`src/rtl/servo_pkg.sv`:
```
// Shared types and default constants for the dual-channel servo PWM generator.
package servo_pkg;

    localparam int unsigned US_W = 11;
    typedef logic [US_W-1:0] us_t;

    // Largest width an 11-bit channel can hold; larger limits saturate here.
    localparam int unsigned US_MAX = (1 << US_W) - 1;

    localparam int unsigned X_CENTER_US   = 1500;
    localparam int unsigned Y_CENTER_US   = 1200;
    localparam int unsigned MIN_US_DEF    = 500;
    localparam int unsigned MAX_US_DEF    = 2500;
    localparam int unsigned SLEW_US_DEF   = 20;
    localparam int unsigned PERIOD_US_DEF = 20000;

    // Saturate a command into [lo, hi].
    function automatic us_t clamp_us(input us_t cmd, input us_t lo, input us_t hi);
        us_t r;
        r = cmd;
        if (cmd < lo) begin
            r = lo;
        end else if (cmd > hi) begin
            r = hi;
        end
        return r;
    endfunction

endpackage

```
`src/rtl/servo_channel.sv`:
```
// One servo channel: frame-boundary clamp, slew limit, width register and pin register.
module servo_channel
    import servo_pkg::*;
#(
    parameter int unsigned MIN_US  = MIN_US_DEF,
    parameter int unsigned MAX_US  = MAX_US_DEF,
    parameter int unsigned RST_US  = X_CENTER_US,
    parameter int unsigned SLEW_US = SLEW_US_DEF,
    parameter int unsigned CNT_W   = 15
) (
    input  logic             clk,
    input  logic             rst_n,
    input  logic             i_en,
    input  logic             i_frame_tick,
    input  logic [CNT_W-1:0] i_cnt_next,
    input  us_t              i_cmd,
    output logic             o_pwm,
    output us_t              o_applied
);

    // Limits above the 11-bit range saturate so an out-of-range default cannot wrap.
    localparam int unsigned LO_US     = (MIN_US > US_MAX) ? US_MAX : MIN_US;
    localparam int unsigned HI_US     = (MAX_US > US_MAX) ? US_MAX : MAX_US;
    localparam int unsigned SLEW_LIM  = (SLEW_US > US_MAX) ? US_MAX : SLEW_US;
    localparam int unsigned D_W       = US_W + 1;
    localparam int unsigned CMP_W     = (CNT_W > US_W) ? CNT_W : US_W;
    localparam logic signed [D_W-1:0] SLEW_S = D_W'(SLEW_LIM);

    us_t                   r_applied;
    logic                  r_pwm;
    us_t                   w_clamped;
    logic signed [D_W-1:0] w_diff;
    us_t                   w_step;
    us_t                   w_applied_next;
    logic                  w_pwm_next;

    // Next width (clamp then slew, only on an enabled frame tick) and next pin level.
    always_comb begin
        w_clamped      = clamp_us(i_cmd, us_t'(LO_US), us_t'(HI_US));
        w_diff         = $signed({1'b0, w_clamped}) - $signed({1'b0, r_applied});
        w_step         = w_clamped;
        w_applied_next = r_applied;
        w_pwm_next     = 1'b0;
        if (SLEW_LIM != 0) begin
            if (w_diff > SLEW_S) begin
                w_step = r_applied + us_t'(SLEW_LIM);
            end else if (w_diff < -SLEW_S) begin
                w_step = r_applied - us_t'(SLEW_LIM);
            end
        end
        if (i_frame_tick && i_en) begin
            w_applied_next = w_step;
        end
        w_pwm_next = i_en && (CMP_W'(i_cnt_next) < CMP_W'(w_applied_next));
    end

    // Width and pin registers; pin compare uses the counter value of the coming cycle.
    always_ff @(posedge clk or negedge rst_n) begin
        if (!rst_n) begin
            r_applied <= us_t'(RST_US);
            r_pwm     <= 1'b0;
        end else begin
            r_applied <= w_applied_next;
            r_pwm     <= w_pwm_next;
        end
    end

    assign o_pwm     = r_pwm;
    assign o_applied = r_applied;

endmodule

```
`src/rtl/servo_pwm_gen.sv`:
```
// Dual-channel 50 Hz servo PWM generator: shared microsecond prescaler and frame counter.
module servo_pwm_gen
    import servo_pkg::*;
#(
    parameter int unsigned CLK_HZ    = 100_000_000,
    parameter int unsigned PERIOD_US = PERIOD_US_DEF,
    parameter int unsigned MIN_US    = MIN_US_DEF,
    parameter int unsigned MAX_US    = MAX_US_DEF,
    parameter int unsigned X_RST_US  = X_CENTER_US,
    parameter int unsigned Y_RST_US  = Y_CENTER_US,
    parameter int unsigned SLEW_US   = SLEW_US_DEF
) (
    input  logic clk,
    input  logic rst_n,
    input  logic en,
    input  us_t  x_us,
    input  us_t  y_us,
    output logic pwm_x,
    output logic pwm_y,
    output logic frame_tick,
    output us_t  x_applied,
    output us_t  y_applied
);

    localparam int unsigned DIV   = CLK_HZ / 1_000_000;
    localparam int unsigned PRE_W = $clog2(DIV);
    localparam int unsigned CNT_W = $clog2(PERIOD_US);

    logic [PRE_W-1:0] r_pre;
    logic [CNT_W-1:0] r_cnt;
    logic             r_frame_tick;
    logic             w_us_tick;
    logic [PRE_W-1:0] w_pre_next;
    logic [CNT_W-1:0] w_cnt_next;
    logic             w_tick_next;

    // Next prescaler/counter values; frame_tick is precomputed so the register lands on the last cycle.
    always_comb begin
        w_us_tick   = (r_pre == PRE_W'(DIV - 1));
        w_pre_next  = w_us_tick ? '0 : r_pre + PRE_W'(1);
        w_cnt_next  = r_cnt;
        if (w_us_tick) begin
            w_cnt_next = (r_cnt == CNT_W'(PERIOD_US - 1)) ? '0 : r_cnt + CNT_W'(1);
        end
        w_tick_next = (w_pre_next == PRE_W'(DIV - 1)) && (w_cnt_next == CNT_W'(PERIOD_US - 1));
    end

    // Timebase registers; reset restarts the frame from zero.
    always_ff @(posedge clk or negedge rst_n) begin
        if (!rst_n) begin
            r_pre        <= '0;
            r_cnt        <= '0;
            r_frame_tick <= 1'b0;
        end else begin
            r_pre        <= w_pre_next;
            r_cnt        <= w_cnt_next;
            r_frame_tick <= w_tick_next;
        end
    end

    assign frame_tick = r_frame_tick;

    servo_channel #(
        .MIN_US  (MIN_US),
        .MAX_US  (MAX_US),
        .RST_US  (X_RST_US),
        .SLEW_US (SLEW_US),
        .CNT_W   (CNT_W)
    ) u_chan_x (
        .clk          (clk),
        .rst_n        (rst_n),
        .i_en         (en),
        .i_frame_tick (r_frame_tick),
        .i_cnt_next   (w_cnt_next),
        .i_cmd        (x_us),
        .o_pwm        (pwm_x),
        .o_applied    (x_applied)
    );

    servo_channel #(
        .MIN_US  (MIN_US),
        .MAX_US  (MAX_US),
        .RST_US  (Y_RST_US),
        .SLEW_US (SLEW_US),
        .CNT_W   (CNT_W)
    ) u_chan_y (
        .clk          (clk),
        .rst_n        (rst_n),
        .i_en         (en),
        .i_frame_tick (r_frame_tick),
        .i_cnt_next   (w_cnt_next),
        .i_cmd        (y_us),
        .o_pwm        (pwm_y),
        .o_applied    (y_applied)
    );

endmodule
```
`config.mk`:
```
export PLATFORM = sky130hd
export DESIGN_NAME = servo_pwm_gen
export DESIGN_NICKNAME = d
export VERILOG_FILES = /design/src/rtl/servo_pkg.sv /design/src/rtl/servo_channel.sv /design/src/rtl/servo_pwm_gen.sv
export SDC_FILE = /design/constraint.sdc
export NUM_CORES = 1
export LEC_CHECK = 0
export ABC_CLOCK_PERIOD_IN_PS = 10700
export BUFFER_PORTS_ARGS = -buffer_cell sky130_fd_sc_hd__buf_2
export CAP_MARGIN = 20
export CORE_ASPECT_RATIO = 1.5
export CORE_MARGIN = 2
export CORE_UTILIZATION = 35
export CTS_BUF_LIST = sky130_fd_sc_hd__clkbuf_4 sky130_fd_sc_hd__clkbuf_8 sky130_fd_sc_hd__clkbuf_16
export DETAILED_ROUTE_END_ITERATION = 8
export GPL_TIMING_DRIVEN = 0
export PLACE_DENSITY_LB_ADDON = 0.08
export SKIP_LAST_GASP = 1
export SYNTH_ARGS = -nofsm -noshare
export SYNTH_HDL_FRONTEND = slang
export SYNTH_SLANG_ARGS = --single-unit
```
`constraint.sdc`:
```
create_clock -name clk -period 10.7 [get_ports clk]
set_input_delay 0 -clock clk [delete_from_list [all_inputs] [get_ports clk]]
set_output_delay 0 -clock clk [all_outputs]
set_load 0.1 [all_outputs]
```
Word level (Yosys, flattened, before mapping). Index checks and enable logic that the tools add are counted.

Logic and storage cells: 46. Output and inout bits: 25. Flip-flop bits (word level): 47.

Muxes and demuxes: 13. Add/subtract/negate cells: 8. Reduce and logical (&&, ||, !) cells: 4. Equal/unequal tests: 4. Order comparisons: 10.

Operators with widths (number): 2-to-1 mux 11 bit (10); == test 15 bit (second input constant) (2); < comparator 15 x 11 -> 1 bit (2); 2-to-1 mux 15 bit (2); greater-than comparator 12 x 6 -> 1 bit (second input constant) (2); < comparator 12 x 6 -> 1 bit (second input constant) (2); subtractor 11 x 11 -> 12 bit (2); adder 11 x 5 -> 11 bit (second input constant) (2); greater-than comparator 11 bit (second input constant) (2); < comparator 11 x 9 -> 1 bit (second input constant) (2); subtractor 11 x 5 -> 11 bit (second input constant) (2); adder 15 x 1 -> 15 bit (second input constant) (1); == test 7 bit (second input constant) (2); adder 7 x 1 -> 7 bit (second input constant) (1); 2-to-1 mux 7 bit (1); logical AND 1 bit (4).

Logic depth before layout (Yosys ltp).
Depth in word-level cells: 10. Gate-level depth with buffers: 23. Gate-level depth less buffers: 22.

Cells and area by module. A second synthesis with hierarchy kept.

Cell total of the unflattened synthesis: 667. Area, all modules: 5416.4 sq um.

By module, submodules not included: servo_channel (u_chan_x) (instances 1, area an instance 2018.2 sq um, cells each 262); servo_channel (u_chan_y) (instances 1, area an instance 2014.4 sq um, cells each 262); servo_pwm_gen (instances 1, area an instance 1383.8 sq um, cells each 143).

Worst setup path after synthesis. No wires, ideal clock.

Kind: register -> register. Start point: reg u_chan_x.r_applied[5], in the netlist u_chan_x.o_applied[5]. End point: reg u_chan_x.r_pwm, in the netlist u_chan_x.o_pwm. Arrival time: 4997 ps. Path slack: 5626 ps. Library setup time: 78 ps. Cell stages (with the launch flop): 21. Required time: 10622 ps. Cells stage by stage: dfrtp_1 clkbuf_1 inv_1 ha_1 buf_2 and2_1 or4_1 o22ai_1 xor2_1 or4_1 o31ai_2 buf_4 o22ai_1 a21o_1 a221o_1 ha_1 a21o_1 a21o_1 a21oi_1 o211ai_1 a21oi_1.

Cells in the longest elaborated chain, start to end: 7. Elaborated cells on any way between the ends: 10. Those cells by class: add/sub (3); order compare (3); mux (3); reduce/logical (1).

RTL lines: start, declared (RTL line servo_channel.sv:29) `us_t r_applied;`; start signal, assigned (RTL line servo_channel.sv:60) `r_applied <= us_t'(RST_US);`; start signal, assigned (RTL line servo_channel.sv:63) `r_applied <= w_applied_next;`; subtractor 11 x 11 -> 12 bit (RTL line servo_channel.sv:40) `w_diff = $signed({1'b0, w_clamped}) - $signed({1'b0, r_applied});`; < comparator 12 x 6 -> 1 bit (RTL line servo_channel.sv:47) `end else if (w_diff < -SLEW_S) begin`; 2-to-1 mux 11 bit (RTL line servo_channel.sv:47); 2-to-1 mux 11 bit (RTL line servo_channel.sv:45) `if (w_diff > SLEW_S) begin`; 2-to-1 mux 11 bit * (RTL line servo_channel.sv:51) `if (i_frame_tick && i_en) begin`; < comparator 15 x 11 -> 1 bit * (RTL line servo_channel.sv:54) `w_pwm_next = i_en && (CMP_W'(i_cnt_next) < CMP_W'(w_applied_next));`; logical AND 1 bit * (RTL line servo_channel.sv:54); via u_chan_x.w_pwm_next (RTL line servo_channel.sv:35) `logic w_pwm_next;`; end signal, assigned (RTL line servo_channel.sv:64) `r_pwm <= w_pwm_next;`; end, declared (RTL line servo_channel.sv:30) `logic r_pwm;`.

The timed path passes the listed nets; every way through them passes the cells marked *.

Final worst setup path.
Start point: in x_us[4]. End point: reg u_chan_x.r_pwm, in the netlist u_chan_x.o_pwm.

Cells in the longest elaborated chain, start to end: 10. Elaborated cells on any way between the ends: 12. Those cells by class: add/sub (1); order compare (5); mux (5); reduce/logical (1).

RTL lines: start, declared (RTL line servo_pwm_gen.sv:16) `input us_t x_us,`; greater-than comparator 11 bit (RTL line servo_pkg.sv:23) `end else if (cmd > hi) begin`; 2-to-1 mux 11 bit (RTL line servo_pkg.sv:23); 2-to-1 mux 11 bit * (RTL line servo_pkg.sv:21) `if (cmd < lo) begin`; subtractor 11 x 11 -> 12 bit (RTL line servo_channel.sv:40); < comparator 12 x 6 -> 1 bit (RTL line servo_channel.sv:47); 2-to-1 mux 11 bit (RTL line servo_channel.sv:47); 2-to-1 mux 11 bit * (RTL line servo_channel.sv:45); 2-to-1 mux 11 bit * (RTL line servo_channel.sv:51); < comparator 15 x 11 -> 1 bit * (RTL line servo_channel.sv:54); logical AND 1 bit * (RTL line servo_channel.sv:54); via u_chan_x.w_pwm_next (RTL line servo_channel.sv:35).

Marked as above.

==> impl_results.md <==
- Final global-route overflow total: 0
- Final hold viol count: 0
- Cell taking the most area after synthesis: dfrtp_1
- Synth cell types: 78
- CP arrival: 5.25 ns
- Seq. cell area: around 1200 sq um
- Share of cells above drive strength 1: about 16%
- Kind of cell adding the most delay to the critical path: compound AO/OA/AOI/OAI gates
- Flops & latches, synth: 47
- Via count: a little under 5k
- Worst path required time: about 11 ns
- Global Route Usage Sum: around 20%
- Antenna violations before repair: 0
- Crit path time final: around 5.0 ns
- Total wire length: around 15000 microns
- Worst Slack Setup Final: ~5.7 ns
- Die area: ~15000 sq um
- CP max FO: 10
- Slowest-stage cell, CP: o21ai_0
- Synth Area in Compound Gates: 25.5%
- Worst hold stages: 3
- Average size of a mapped cell: 8.06 sq um
- Crit-path most repeated cell: a21o_1
- Hold Crit Endpoint: u_chan_x.o_applied[0]$_DFF_PN0_
- Largest cells by area after synthesis: dfrtp_1 18%, ha_1 12%, dfstp_2 5.7%
- Critical path type: input pin to flip-flop
- Mux share of post-synthesis cell area: 3.36%
- Routed vias/inst: between 5 and 6
- Worst slack, placed: between 5 and 6 ns
- FF-to-FF path depth: 16
- Layout fillers: 1513
- Status: completed
- Die H: 151 microns
- Number of synthesized flops with an enable pin: 0
- DRT Pass-1 Iters: 4
- Worst hold slack: ~0.015 ns
- Root buffer cell: clkbuf_16
- Pwr dens: 81.2 nW/um^2
- DP Area: ~5500 sq um
- Post-Synthesis Cells: about 620
- Met3 Use GR: approximately 1.2%
- Num rows: 53
- Initial Util: between 30 and 40%
- Post-route ant nets: 0
- Clock Sinks: 47
- HPWL Detailed: between 10000 and 15000 microns
- Largest net degree at the start of global routing: 38
- DRC: 0
- Most Crowded Layer GR: met2
- Worst flop-to-flop path endpoint: u_chan_y.o_pwm$_DFF_PN0_
- Clock Pin Slew Worst Setup and Hold Paths: 0.07 ns
- CTS tree: done
- Final Slew Violations: 0
- Part of the Yosys area used for sequential elements: a little under a quarter
- Area Growth Syn to Fin: 13.6%
- First-pass GRT wire length: 24200 microns
- CTS buffer count: 5
- Post-Synth Simple-Gate Area: 22.9%
- Static Leakage: 2.55 nW
- Final net count: around 760
- Synthesized cell area: roughly 5000 sq um
- Post-CTS setup buffer count: 0
- Max-cap viol count: 0
- Diode count: 0
- IO Port Bufs: 49
- Avg WL per Cell: approximately 17 microns
- RSZ-0062 raised after global routing: false
- I/O pin cnt: 50
- Multi-input logic area: ~3600 sq um
- Synth warnings: 0
- Die X-Extent: between 100 and 150 microns
- Gpl congestion: approximately 0.89
- CTS max path bufs: 2
- Cell breakdown of the critical path: buf_2 > nand4_1 > o21ai_0 > nand2_1 > ha_1 > fa_1 > nand2b_1 > a211oi_1 > o22ai_1 > xor2_1 > or4_1 > o31ai_2 > buf_4 > o22ai_1 > a21o_1 > a221o_1 > ha_1 > a21o_1 > a21o_1 > a21oi_1 > o211ai_1 > a21oi_1
- Met2 Resource Use GR: around two fifths
- Syn_nets: 700
- Max incr delay on CP: 0.54 ns
- Post-Synth XOR/XNOR Area: 5.92%
- Setup TNS Final: 0 ns
- Top-area cell type share of the netlist area: between 15 and 20%
- Worst reg-to-reg setup slack: approximately 5.8 ns
- Post-synth ARST share: 100%
- Ys flop type: dfrtp_1
- Worst slew margin: between 50% and 60%
- Final Cell Area: approximately 5700 sq um
- WP buf/inv: 2
- Crit path launch: x_us[4]
- Slew @ Worst Pin: ~0.69 ns
- Vias in the first global route: 4836
- Clock skew: around 0.008 ns
- Tcrit/Tclk final: roughly 47%
- Final setup fails: 0
- Worst hold start: x_us[0]
- Main combinational cell family by area after synthesis: compound AO/OA/AOI/OAI gates
- Total core area: approximately 14000 sq um
- Worst flop-to-flop path startpoint: u_chan_y.o_applied[7]$_DFF_PN1_
- CTS HTree Levels: 2
- DR iter-0 viols: roughly 190
- Synth Area in Adders: roughly an eighth
- Min-Delay Path Class: input pin to flip-flop
- Worst Setup End Kind: flip-flop
- Worst-Skew Late Latency: ~0.29 ns
- Peak supply drop: 0.0689 mV
- Max Freq: 199 MHz
- Setup crit start kind: input pin
- Met1 Usage GRT: around 22%
## flip-flops by register name, summed over array words and instances (netlist names)
signal	flops
frame_tick	1
r_cnt	15
r_pre	7
u_chan_x.o_applied	11
u_chan_x.o_pwm	1
u_chan_y.o_applied	11
u_chan_y.o_pwm	1
## area by class of cell
class / count / area share (%)
Timing Repair Buffer: 51 / 4.82
Tap cell: 192 / 4.20
Multi-Input combinational cell: 507 / 62.2
Sequential cell: 47 / 20.8
Clock inverter: 2 / 0.657
Buffer: 21 / 1.73
Inverter: 49 / 3.22
Clock buffer: 6 / 2.32
## worst reg2reg max path: stages, from the launching register on
cell     delay (ns)
dfstp_2        0.58
inv_1          0.11
ha_1           0.39
a21oi_1        0.26
o21a_1         0.16
or4b_1         0.47
and3_1         0.21
a211o_1        0.31
o32ai_4        0.45
mux2_2         0.40
o31a_1         0.29
o22ai_1        0.28
ha_1           0.31
a21o_1         0.16
a21oi_1        0.22
nand2_1        0.08
o22ai_1        0.18
## cells in the mapped netlist (3+ instances only)
| master | instances |
|---|---|
| nand2b_1 | 13 |
| and3_1 | 7 |
| nand4_1 | 16 |
| a21oi_1 | 40 |
| a311oi_1 | 4 |
| xnor2_1 | 26 |
| nor2b_1 | 7 |
| o21a_1 | 11 |
| or4_1 | 3 |
| o211ai_1 | 5 |
| dfrtp_1 | 36 |
| dfstp_2 | 11 |
| nor3_1 | 17 |
| ha_1 | 49 |
| inv_1 | 47 |
| a21o_1 | 18 |
| and2_1 | 6 |
| mux2_2 | 5 |
| buf_2 | 4 |
| a311o_1 | 4 |
| or3_1 | 6 |
| a211oi_1 | 6 |
| a221o_1 | 7 |
| mux2i_1 | 9 |
| xor2_1 | 8 |
| nand3_1 | 16 |
| nor4_1 | 8 |
| clkbuf_1 | 14 |
| nor2_1 | 57 |
| o22ai_1 | 12 |
| a31oi_1 | 8 |
| o22a_1 | 4 |
| or2_2 | 12 |
| o21ai_0 | 28 |
| nand2_1 | 43 |
## cells by family (layout without fill, tap and decap cells)
| kind of cell | count (synthesis) | count (layout) |
|---|---|---|
| muxes | 16 | 16 |
| xor gates and xnor gates | 34 | 34 |
| and+or+nand+nor | 224 | 224 |
| DFF | 47 | 47 |
| AOI/OAI and AO/OA | 182 | 182 |
| adders and majority gates | 51 | 51 |
| buffers and inverters | 70 | 129 |
## metrics by stage
stage	power (mW)	util, %	cells
finish	0.464	40.6	875
global route	0.487	40.6	875
CTS	0.468	40.6	875
detailed placement	0.282	39.4	866
global placement	0.280	39.2	865
floorplan	0.253	-	624
## worst max-delay path by stage
stage | to | slack (ns) | depth (start not counted)
floorplan | u_chan_x.o_pwm$_DFF_PN0_ | 5.63 | 20
global placement | u_chan_x.o_pwm$_DFF_PN0_ | 5.41 | 22
detailed placement | u_chan_y.o_pwm$_DFF_PN0_ | 5.38 | 24
CTS | u_chan_y.o_pwm$_DFF_PN0_ | 5.66 | 24
global route | u_chan_y.o_pwm$_DFF_PN0_ | 5.22 | 24
finish | u_chan_x.o_pwm$_DFF_PN0_ | 5.67 | 22
## cells in the final DEF (no fill, tap or decap), types with 18 or more instances in the layout
cell type / synthesis / layout
a21oi_1: 40 / 40
a21o_1: 18 / 18
xnor2_1: 26 / 26
dfrtp_1: 36 / 36
nand2_1: 43 / 43
nor2_1: 57 / 57
buf_2: 4 / 53
o21ai_0: 28 / 28
inv_1: 47 / 47
ha_1: 49 / 49
## routing by layer
metal / share of wire (%) / vias up
met5: 0 / -
li1: - / 2410
met2: 55 / 103
met1: 40 / 2311
met4: 2.5 / 0
met3: 2.9 / 24
## power breakdown
part / total [mW] / internal, mW / switching (mW)
Combinational: 0.101 / 0.0397 / 0.0613
Sequential: 0.178 / 0.178 / 0.000170
Clock: 0.184 / 0.113 / 0.0713
## timing repair
action                                 in CTS  in global routing
endpoints found under the hold margin      42                  0
hold buffers                                1                  0
gates resized for setup                     0                  0
Note: power is estimated with default switching activity, not from simulation.
